`src/rtl/tdm_demux_if.sv`:
```
`default_nettype none
// +-----------------------------------------------------------------------+
// | tdm_demux_if : serial word input and published-frame output bundle    |
// | Rev 1.0                                                               |
// +-----------------------------------------------------------------------+
interface tdm_demux_if #(
    parameter int WIDTH = 8,
    parameter int LANES = 4
);
    logic                     in_valid;
    logic                     in_sof;
    logic [WIDTH-1:0]         in_data;
    logic [LANES*WIDTH-1:0]   out_data;
    logic                     out_valid;
    logic                     sync_err;
    logic                     locked;

    modport master (
        output in_valid, in_sof, in_data,
        input  out_data, out_valid, sync_err, locked
    );

    modport slave (
        input  in_valid, in_sof, in_data,
        output out_data, out_valid, sync_err, locked
    );
endinterface
`default_nettype wire

```
`src/rtl/tdm_demux.sv`:
```
`default_nettype none
// +-----------------------------------------------------------------------+
// | tdm_demux : lane TDM receive demux, atomic frame publish, SOF checking |
// | Rev 1.0                                                               |
// +-----------------------------------------------------------------------+
module tdm_demux #(
    parameter int WIDTH = 8,
    parameter int LANES = 4
) (
    input  wire           clk,
    input  wire           rst_n,
    tdm_demux_if.slave    bus
);
    localparam int           LW          = (LANES > 1) ? $clog2(LANES) : 1;
    localparam logic [LW-1:0] c_LANE_ONE  = LW'(1 % LANES);
    localparam logic [LW-1:0] c_LANE_LAST = LW'(LANES - 1);

    typedef enum logic [0:0] {
        S_HUNT = 1'b0,
        S_RUN  = 1'b1
    } state_t;

    state_t                  r_state;
    state_t                  w_state_nxt;
    logic [LW-1:0]           r_lane;
    logic [LW-1:0]           w_lane_nxt;
    logic [WIDTH-1:0]        r_stage [LANES];
    logic                    w_wr_en;
    logic [LW-1:0]           w_wr_lane;
    logic                    w_publish;
    logic                    w_sync_err;
    logic [LANES*WIDTH-1:0]  w_frame;
    logic [LANES*WIDTH-1:0]  r_out_data;
    logic                    r_out_valid;
    logic                    r_sync_err;

    always_ff @(posedge clk or negedge rst_n) begin
        if (!rst_n) begin
            r_state     <= S_HUNT;
            r_lane      <= '0;
            r_out_data  <= '0;
            r_out_valid <= 1'b0;
            r_sync_err  <= 1'b0;
        end else begin
            r_state     <= w_state_nxt;
            r_lane      <= w_lane_nxt;
            r_out_valid <= w_publish;
            r_sync_err  <= w_sync_err;
            if (w_publish) begin
                r_out_data <= w_frame;
            end
        end
    end

    always_comb begin
        w_state_nxt = r_state;
        w_lane_nxt  = r_lane;
        w_wr_en     = 1'b0;
        w_wr_lane   = '0;
        w_publish   = 1'b0;
        w_sync_err  = 1'b0;
        if (bus.in_valid) begin
            if (r_state == S_HUNT) begin
                if (bus.in_sof) begin
                    w_wr_en     = 1'b1;
                    w_lane_nxt  = c_LANE_ONE;
                    w_state_nxt = S_RUN;
                    w_publish   = (LANES == 1);
                end
            end else if (r_lane == '0) begin
                if (bus.in_sof) begin
                    w_wr_en    = 1'b1;
                    w_lane_nxt = c_LANE_ONE;
                    w_publish  = (LANES == 1);
                end else begin
                    w_sync_err  = 1'b1;
                    w_lane_nxt  = '0;
                    w_state_nxt = S_HUNT;
                end
            end else if (!bus.in_sof) begin
                w_wr_en    = 1'b1;
                w_wr_lane  = r_lane;
                w_publish  = (r_lane == c_LANE_LAST);
                w_lane_nxt = (r_lane == c_LANE_LAST) ? '0 : r_lane + 1'b1;
            end else begin
                // Early SOF restarts the frame on this word; the partial frame is abandoned.
                w_sync_err = 1'b1;
                w_wr_en    = 1'b1;
                w_lane_nxt = c_LANE_ONE;
            end
        end
    end

    // The final lane is taken straight from the input so the whole frame lands in one update.
    generate
        for (genvar k = 0; k < LANES; k++) begin : g_stage
            always_ff @(posedge clk or negedge rst_n) begin
                if (!rst_n) begin
                    r_stage[k] <= '0;
                end else if (w_wr_en && (w_wr_lane == LW'(k))) begin
                    r_stage[k] <= bus.in_data;
                end
            end
            assign w_frame[k*WIDTH +: WIDTH] = (k == LANES - 1) ? bus.in_data : r_stage[k];
        end
    endgenerate

    assign bus.out_data  = r_out_data;
    assign bus.out_valid = r_out_valid;
    assign bus.sync_err  = r_sync_err;
    assign bus.locked    = (r_state == S_RUN);
endmodule
`default_nettype wire

```
`src/flat_wrapper.sv`:
```
// flat-port wrapper written by rule: the top's interface ports become plain ports
module tdm_demux_flat 
#(
    parameter int WIDTH = 8,
    parameter int LANES = 4
)
  (clk, rst_n, bus_in_valid, bus_in_sof, bus_in_data, bus_out_data, bus_out_valid, bus_sync_err, bus_locked);
  tdm_demux_if #(.WIDTH(WIDTH), .LANES(LANES)) bus_i ();
  input  wire clk;
  input  wire rst_n;
  input wire logic [$bits(bus_i.in_valid)-1:0] bus_in_valid;
  input wire logic [$bits(bus_i.in_sof)-1:0] bus_in_sof;
  input wire logic [$bits(bus_i.in_data)-1:0] bus_in_data;
  output wire logic [$bits(bus_i.out_data)-1:0] bus_out_data;
  output wire logic [$bits(bus_i.out_valid)-1:0] bus_out_valid;
  output wire logic [$bits(bus_i.sync_err)-1:0] bus_sync_err;
  output wire logic [$bits(bus_i.locked)-1:0] bus_locked;
  assign bus_i.in_valid = bus_in_valid;
  assign bus_i.in_sof = bus_in_sof;
  assign bus_i.in_data = bus_in_data;
  assign bus_out_data = bus_i.out_data;
  assign bus_out_valid = bus_i.out_valid;
  assign bus_sync_err = bus_i.sync_err;
  assign bus_locked = bus_i.locked;
  tdm_demux #(.WIDTH(WIDTH), .LANES(LANES)) u_core (.clk(clk), .rst_n(rst_n), .bus(bus_i));
endmodule
```
`config.mk`:
```
export PLATFORM = sky130hd
export DESIGN_NAME = tdm_demux_flat
export DESIGN_NICKNAME = d
export VERILOG_FILES = /design/src/rtl/tdm_demux_if.sv /design/src/rtl/tdm_demux.sv /design/src/flat_wrapper.sv
export SDC_FILE = /design/constraint.sdc
export NUM_CORES = 1
export LEC_CHECK = 0
export BUFFER_PORTS_ARGS = -buffer_cell sky130_fd_sc_hd__buf_2
export CORE_AREA = 2 2 90 113
export DETAILED_ROUTE_END_ITERATION = 10
export DIE_AREA = 0 0 92 115
export SKIP_LAST_GASP = 1
export SLEW_MARGIN = 20
export SYNTH_ARGS = -nofsm -noshare
export SYNTH_HDL_FRONTEND = slang
export SYNTH_SLANG_ARGS = --single-unit
```
`constraint.sdc`:
```
create_clock -name clk -period 2.31 [get_ports clk]
set_input_delay 0.1155 -clock clk [delete_from_list [all_inputs] [get_ports clk]]
set_output_delay 0.1155 -clock clk [all_outputs]
set_load 0.05 [all_outputs]
```
==> summary.txt <==
FF-to-FF path depth: 6
Worst clock skew: 3.37 ps
Post-synth cell types: 20
Period utilisation layout: 89.3%
EDFF count, synth: 0
Number of max-cap violations: 0
Pwr Density: 1570 nW/um^2
DRC violation count after routing: 0
DIE HEIGHT: 115 um
Mapped Avg Cell Area: 16.0 sq um
Final Cell Area: 3180 sq um
Final-report setup violation count: 0
Final net count: 227
Async set-reset flop share out of synthesis: 100%
Rel. slew slack: 47.1%
Sequential share of power: 35.1%
Mapped cell area: 2410 sq um
Synth Warn #: 0
R2R Path Start: u_core.r_lane[0]$_DFFE_PN0P_
Max-slew violations: 0
Post-Layout Cell Count: 342
Combinational power share: 34.6%
Worst hold path class: primary input to flop
Leakage: 1.61 nW
Largest net degree at the start of global routing: 62
HPWL Detailed: 3.18 mm
Layout area overhead: 32.2%
Fin crit period: 2060 ps
Postcts setup bufs: 0
Post-route setup TNS: 0 ps
Root buffer cell: clkbuf_16
Actual transition at the worst max-transition pin: 793 ps
Synthesized flop and latch total: 61
Run status: finished clean
Max clock buf depth: 2
Ports: 47
Initial antenna violation count: 0
CP required: 2520 ps
Setup crit end kind: flop
Unrepaired setup endpoints after global routing: false
Crit path DAT: 2270 ps
Avg Vias per Cell: 4.13
Core box area: 9510 sq um
Mean routed wirelength per cell: 13.9 um
DIE AREA: 10600 sq um
Post-synthesis sequential area ratio: 63.4%
Psw: 1.85 mW
DR pass1 iterations: 4
Top-count cell post-synth: dfrtp_1
CTS Sinks: 61
Total routed wirelength: 4.74 mm
Worst-Skew Late Latency: 330 ps
Clock share of power: 30.3%
CTS clock-pin slew for the worst setup and hold paths: 50 ps
Synth Net Count: 166
Max VDD drop: 0.000547 V
Number of global-route vias before repair: 1469
Sw frac: 36.9%
Cell Rows: 40
Share of cells above drive strength 1: 59.7%
Number of buffers created by CTS: 9
Worst hold endpoint: u_core.r_stage[8]$_DFFE_PN0P_
Highest net fanout along the worst path: 8
Critical path class: flop to flop
Power consumption: 5.00 mW
CP max stage delay: 410 ps
Yosys top cell area share: 63.4%
Cell count after synthesis: 150
R2r endpoint: u_core.r_stage[27]$_DFFE_PN0P_
DR vias: 1411
Worst reg2reg setup slack: 250 ps
Die X: 92 um
Antenna diodes: 0
Min-delay src: bus_in_data[0]
Fillers: 983
CTS tree: yes
Initial DRC Count: 74
Placed cell area: 2830 sq um
Crit path max-delay cell type: dfrtp_1
Grt ovf: 0
Cell Chain, Critical Path: inv_1 > ha_1 > ha_1 > a21boi_0 > o221ai_2 > mux2_2
Total global-route track usage: 9.83%
Dominant cell type by area after synthesis: dfrtp_1
Top cells by area, synth: dfrtp_1 63%, mux2_2 26%, ha_1 2.1%, nor4b_4 0.99%, buf_2 0.83%
Initial Utilization: 25.3%
Post-Place Cells: 325
Final hold violations: 0
Ys flop type: dfrtp_1
Final antenna-violating net count: 0
Commonest cells in the netlist: 61 x dfrtp_1, 56 x mux2_2, 5 x inv_1
H-tree levels: 3
Most used cell, CP: ha_1
Placer congestion estimate: 0.646
Port bufs: 46
Cells on Worst Hold Path: 2
Cell-internal power: 3.16 mW
Fmax: 485 MHz
Crit start category: flop
First-pass GRT wire length: 7.69 mm
## power groups by stage
stage	logic [mW]	clock network, mW	registers (mW)
2_1_floorplan	0.570	0	2.51
3_3_place_gp	1.72	0	1.76
3_5_place_dp	1.75	0	1.78
4_1_cts	1.76	1.55	1.76
5_1_grt	1.84	1.60	1.81
6_report	1.73	1.52	1.76
## layer usage
layer | global-route usage (%) | share of wire, %
met1 | 12.4 | 47
met3 | 3.60 | 5.7
met2 | 14.5 | 45
met4 | 5.97 | 2.5
met5 | 0 | 0
## final cells by class
class                   instances  area, sq um  area share [%]
multi-input cells              80          841            26.4
clock buffers                  13          280            8.81
flip-flops and latches         61         1530            48.0
clock inverters                 3         65.1            2.04
well taps                     126          158            4.95
repair buffers                 54          293            9.20
inverters                       5         18.8           0.590
## stage by stage
step	util, %	setup slack [ps]	hold slack (ps)
finish	33.5	247	71.3
global route	33.5	62.1	72.6
CTS	33.5	240	63.6
detailed placement	29.7	249	340
global placement	29.7	308	326
floorplan	-	374	-180
## kinds of logic (layout without fill, tap and decap cells)
| kind of cell | Yosys count | after routing | synth area share, % |
|---|---|---|---|
| flops | 61 | 61 | 63.4 |
| compound gates | 8 | 8 | 2.91 |
| simple gates | 12 | 12 | 3.74 |
| buf+inv | 9 | 75 | 1.61 |
| fa+ha+maj | 4 | 4 | 2.08 |
| mux | 56 | 56 | 26.2 |
## placed cells by master, fill, tap and decap left out, types with 2 or more instances in the layout
cell type  synthesis  final
ha_1               4      4
nor2_1             2      2
clkbuf_16          0      9
bufinv_16          0      2
inv_1              5      5
buf_2              4     46
clkbuf_8           0      4
nand2_1            4      4
nor2b_1            2      2
dfrtp_1           61     61
mux2_2            56     56
buf_4              0      7
## flip-flops by register name (all words and copies together) (netlist names)
register              flops
u_core.bus.sync_err       1
u_core.r_lane             2
u_core.bus.out_data      32
u_core.r_stage           24
u_core.bus.locked         1
u_core.bus.out_valid      1
## what timing repair did
action,4_1_cts,5_1_grt
setup endpoints to repair,0,0
hold buffers,1,0
endpoints found under the hold margin,48,0
gates resized for setup,0,0
## how the worst max path moves through the flow
stage / start / to / slack (ps) / depth (start not counted)
after detailed placement: u_core.r_lane[0]$_DFFE_PN0P_ / u_core.r_stage[16]$_DFFE_PN0P_ / 250 / 7
after global routing: u_core.r_lane[0]$_DFFE_PN0P_ / u_core.r_stage[24]$_DFFE_PN0P_ / 60 / 6
after floorplan: u_core.bus.locked$_DFFE_PN0P_ / u_core.r_stage[16]$_DFFE_PN0P_ / 370 / 3
after CTS: u_core.r_lane[0]$_DFFE_PN0P_ / u_core.r_stage[16]$_DFFE_PN0P_ / 240 / 7
final: u_core.r_lane[0]$_DFFE_PN0P_ / u_core.r_stage[27]$_DFFE_PN0P_ / 250 / 6
after global placement: u_core.r_lane[1]$_DFFE_PN0P_ / u_core.r_stage[26]$_DFFE_PN0P_ / 310 / 6
## worst max-delay path: cells and delay by family, from the launching register on
family	cells	cell delay [ps]
DFF	1	410
adders and majority gates	2	420
AOI/OAI and AO/OA	2	640
muxes	1	350
buffers and inverters	1	130
(Power assumes the default switching activity.)
